## config.mk

```make
export PLATFORM = sky130hd
export DESIGN_NAME = hazard_scoreboard
export DESIGN_NICKNAME = d
export VERILOG_FILES = /design/src/rtl/hazard_pkg.sv /design/src/rtl/hazard_lat_counter.sv /design/src/rtl/hazard_scoreboard.sv
export SDC_FILE = /design/constraint.sdc
export NUM_CORES = 1
export LEC_CHECK = 0
export CAP_MARGIN = 0
export CORE_MARGIN = 2
export CORE_UTILIZATION = 54
export CTS_CLUSTER_DIAMETER = 80
export DETAILED_ROUTE_END_ITERATION = 10
export PLACE_DENSITY = 0.8
export SYNTH_ARGS = -nofsm -noshare
export SYNTH_HDL_FRONTEND = slang
export SYNTH_SLANG_ARGS = --single-unit
```

## constraint.sdc

```tcl
create_clock -name clk -period 3 [get_ports clk]
set_input_delay 0.3 -clock clk [delete_from_list [all_inputs] [get_ports clk]]
set_output_delay 0.3 -clock clk [all_outputs]
set_load 0.02 [all_outputs]
```

## src/rtl/hazard_pkg.sv

```systemverilog
// rtl/hazard_pkg.sv - shared defaults and counter-width helper for the load-use hazard scoreboard
package hazard_pkg;
  localparam int REG_ADDR_W_DEF = 5;
  localparam int LOAD_LAT_DEF   = 1;
  localparam int PERF_W_DEF     = 16;

  function automatic int lat_cnt_w(input int lat);
    return (lat < 1) ? 1 : $clog2(lat + 1);
  endfunction

  localparam int LAT_CNT_W_DEF = lat_cnt_w(LOAD_LAT_DEF);
endpackage

```

## src/rtl/hazard_lat_counter.sv

```systemverilog
// rtl/hazard_lat_counter.sv - per-register load latency counter: load, decrement to zero, or hold
module hazard_lat_counter #(
  parameter int CNT_W = 1
) (
  input  logic             clk,
  input  logic             rst,
  input  logic             load,
  input  logic             dec_en,
  input  logic [CNT_W-1:0] load_val,
  output logic [CNT_W-1:0] cnt
);
  // A reload beats the decrement so a newer load restarts the full latency.
  always_ff @(posedge clk or posedge rst) begin
    if (rst) begin
      cnt <= '0;
    end else if (load) begin
      cnt <= load_val;
    end else if (dec_en && (cnt != '0)) begin
      cnt <= cnt - 1'b1;
    end
  end
endmodule

```

## src/rtl/hazard_scoreboard.sv

```systemverilog
// rtl/hazard_scoreboard.sv - load-use hazard scoreboard: per-register latency tracking, ID stall and stall counter
module hazard_scoreboard
  import hazard_pkg::*;
#(
  parameter int REG_ADDR_W = REG_ADDR_W_DEF,
  parameter int LOAD_LAT   = LOAD_LAT_DEF,
  parameter int PERF_W     = PERF_W_DEF
) (
  input  logic                  clk,
  input  logic                  rst,
  input  logic                  id_valid,
  input  logic [REG_ADDR_W-1:0] id_src1,
  input  logic [REG_ADDR_W-1:0] id_src2,
  input  logic                  id_is_two_source,
  input  logic [REG_ADDR_W-1:0] id_dst,
  input  logic                  id_mem_r_en,
  input  logic                  freeze,
  input  logic                  flush,
  input  logic                  perf_clr,
  output logic                  hazard_detected,
  output logic                  load_pending,
  output logic [PERF_W-1:0]     perf_stall_cnt
);
  localparam int NREG  = 2 ** REG_ADDR_W;
  localparam int CNT_W = lat_cnt_w(LOAD_LAT);

  logic            issue;
  logic [NREG-1:0] busy;

  assign issue = id_valid & ~hazard_detected & ~freeze & ~flush;

  for (genvar r = 0; r < NREG; r++) begin : g_reg
    logic [CNT_W-1:0] cnt;
    logic             load;

    // Only loads arm a counter; ALU results are covered by forwarding.
    assign load = issue & id_mem_r_en & (id_dst == REG_ADDR_W'(r)) & (r != 0);

    hazard_lat_counter #(
      .CNT_W(CNT_W)
    ) u_cnt (
      .clk     (clk),
      .rst     (rst),
      .load    (load),
      .dec_en  (~freeze),
      .load_val(CNT_W'(LOAD_LAT)),
      .cnt     (cnt)
    );

    assign busy[r] = (r != 0) && (cnt != '0);
  end

  assign hazard_detected = ~rst & id_valid &
                           (busy[id_src1] | (id_is_two_source & busy[id_src2]));
  assign load_pending    = |busy;

  always_ff @(posedge clk or posedge rst) begin
    if (rst) begin
      perf_stall_cnt <= '0;
    end else if (perf_clr) begin
      perf_stall_cnt <= '0;
    end else if (hazard_detected && !freeze && !(&perf_stall_cnt)) begin
      perf_stall_cnt <= perf_stall_cnt + 1'b1;
    end
  end
endmodule

```

==> out/qor.csv <==
metric,value,unit
place_congestion,0.900,
dr.pass1.iters,5,
vdd_drop_max,0.000289,V
antenna_cells,0,
worst_pin_slew,0.639,ns
htree_levels,2,
io_buffer_count,40,
die-area,5700,sq um
post_cts_buffers,0,
nNetsFinal,358,
rows,26,
yosys-top-cells-area,"dfrtp_1, mux4_2, o21ai_1",
critPathTopFamily,buffers and inverters,
synth_area,2760,sq um
critPathSlowestCell,mux4_2,
postRouteAntennaNets,0,
critPathArrivalTime,2.58,ns
slew_headroom,57.3,%
vias,2525,
hold_path_class,reg2reg,
fin_crit,2.88,ns
yosysMostFrequentCell,dfrtp_1,
required,2.70,ns
die_w,75.5,microns
skew,0.0101,ns
cts_buffer_depth,2,
grt_setup_unrepaired,no,
yosysUniqueCellTypes,46,
synthArstFlopShare,100,%
fin_setup_tns,0,ns
cap_violations,0,
hpwl,5290,microns
ios,41,
drive_above_1_share,15.6,%
leakage,1.37,nW
worstPathCellList,clkdlybuf4s50_1 -> buf_4 -> mux4_2 -> o211ai_1 -> o32ai_1 -> a311o_1 -> o21ai_2 -> nor2_1 -> dlygate4sd2_1,
fin_hold_ws,0.555,ns
grt_max_degree,48,
startpoint,id_src1[0],
cp-end-kind,output port,
yosys-top-cells-count,"dfrtp_1, nand2_1, o21ai_1",
yosysTopAreaCellShare,42.6,%
crit_type,in2out,
cts_tree,yes,
slew_viol_final,0,
cts_sinks,47,
yosysTopAreaCell,dfrtp_1,
ctsRootBufferMaster,clkbuf_8,
period_share,95.9,%
status,completed,
hold_viol_final,0,
coreArea,5010,sq um
dp.cells,397,
grt_first_pass_wirelength,11800,microns
grt_pass1_vias,2278,
critPathBufInv,3,
setup_viol,0,
cpPeakStageDelay,0.51,ns
die_y,75.5,microns
drt_first_iter_violations,295,
power_density,360,nW/um^2
max_freq,0.348,GHz
ys.flop_type,dfrtp_1,
initial_core_util,55.1,%
synth_edf_count,0,
syn-num-nets,309,
place_area,3320,sq um
drc,0,
post_drt_wl_per_cell,18.1,microns
synth_cells,285,
path_clk_slew,0.08,ns
clock_latency,0.30,ns
track_usage,27.9,%
fill_cells,404,
viasPerCell,6.25,
crit_path_start_kind,primary input,
cp_max_fo,6,
overflow,0,
fin_area,3420,sq um
synth_warnings,0,
synthToLayoutAreaGrowth,24.0,%
yosysSeqAreaShare,42.6,%
wl,7320,microns
hold_path.startpoint,g_reg[13].u_cnt.cnt$_DFFE_PP0P_,
cts_hold_buf,0,
fin_cells,404,
antenna_found_initial,0,
timing.rr.start,g_reg[30].u_cnt.cnt$_DFFE_PP0P_,
ys_seq_elements,47,
avgSynthCellArea,9.69,sq um
cts_buffers,5,
-- area by class of cell --
class / count / area [sq um] / share of cell area [%]
clock buffers: 6 / 72.6 / 2.12
clock inverters: 1 / 30.0 / 0.877
inverters: 9 / 33.8 / 0.986
multi-input cells: 211 / 1470 / 42.9
flip-flops and latches: 47 / 1180 / 34.3
well taps: 70 / 87.6 / 2.56
repair buffers: 60 / 554 / 16.2
-- state kept, by name, summed over array words and instances, names as in the netlist --
signal          count
perf_stall_cnt     16
g.u_cnt.cnt        31
-- repair_timing --
item / 4_1_cts / 5_1_grt
gates resized for setup: 1 / 2
pin swaps: 0 / 1
setup endpoints to repair: 1 / 3
-- path summary, 6_finish.rpt --
path	endpoint	slack (ns)	cells after the start
min in group asynchronous	perf_stall_cnt[9]$_DFFE_PP0P_	0.56	3
max in group asynchronous	g_reg[14].u_cnt.cnt$_DFFE_PP0P_	2.04	3
setup reg to reg	g_reg[24].u_cnt.cnt$_DFFE_PP0P_	0.31	7
setup / recovery	hazard_detected	0.12	9
hold reg to reg	g_reg[13].u_cnt.cnt$_DFFE_PP0P_	0.55	2
hold / removal	g_reg[13].u_cnt.cnt$_DFFE_PP0P_	0.55	2
-- placed cells by master, fill, tap and decap left out, types with 2 or more instances in the layout --
cell type        synthesis  routed
mux2i_1                  2       2
nand3_1                 10      10
nor2_1                  12      12
clkdlybuf4s50_1          0      37
o31ai_1                  9       8
o211ai_1                 2       2
nand2b_1                 4       4
or4_1                   10      10
nor2b_1                  6       6
or4b_1                   2       2
nor3_1                   3       3
nand2_1                 42      42
nand3b_1                 3       3
dfrtp_1                 47      47
buf_4                    3      20
mux4_2                  13      13
a21oi_1                 11      11
dlymetal6s2s_1           0       2
nand3b_2                 2       2
o21ai_1                 34      34
nand4_1                  5       5
a221oi_1                 2       2
and4_1                   2       2
nor4_1                  10      10
mux2_2                   5       5
clkbuf_8                 0       5
inv_1                    9       8
o41ai_1                  2       2
and3_1                   2       2
-- per-stage QoR --
stage               total power, W  util (%)  worst slack (ns)
finish                     0.00123      68.4             0.122
global route               0.00129      68.4           0.00703
CTS                        0.00124      68.3          0.000574
detailed placement        0.000803      66.2            -0.210
global placement          0.000800      66.2            -0.189
floorplan                 0.000733         -             0.467
-- routing by layer --
layer | routed length [microns] | global-route usage [%] | vias to the layer above
met5 | 0 | 0 | -
met4 | 199 | 10.7 | 0
met3 | 553 | 5.42 | 29
met2 | 3340 | 40.3 | 115
met1 | 3220 | 42.0 | 1211
li1 | - | - | 1170
-- worst register-to-register path: cells and delay by family, from the launching register on --
family | cells | cell delay, ns
mux | 2 | 0.77
flops | 1 | 0.45
simple gates | 1 | 0.44
buf+inv | 1 | 0.21
compound gates | 3 | 0.75
-- cells by family after synthesis --
logic type / synth area share (%)
buf+inv: 4.39
fa+ha+maj: 0.453
mux: 13.8
xor+xnor: 0.317
simple gates: 23.9
compound gates: 14.6
flops: 42.6
-- power breakdown --
| part | internal, W | switching (W) | total [W] |
|---|---|---|---|
| logic | 0.0000698 | 0.0000829 | 0.000153 |
| clock network | 0.000244 | 0.000200 | 0.000444 |
| registers | 0.000635 | 0.00000266 | 0.000637 |
| total | 0.000949 | 0.000285 | 0.00123 |
(Power assumes the default switching activity.)
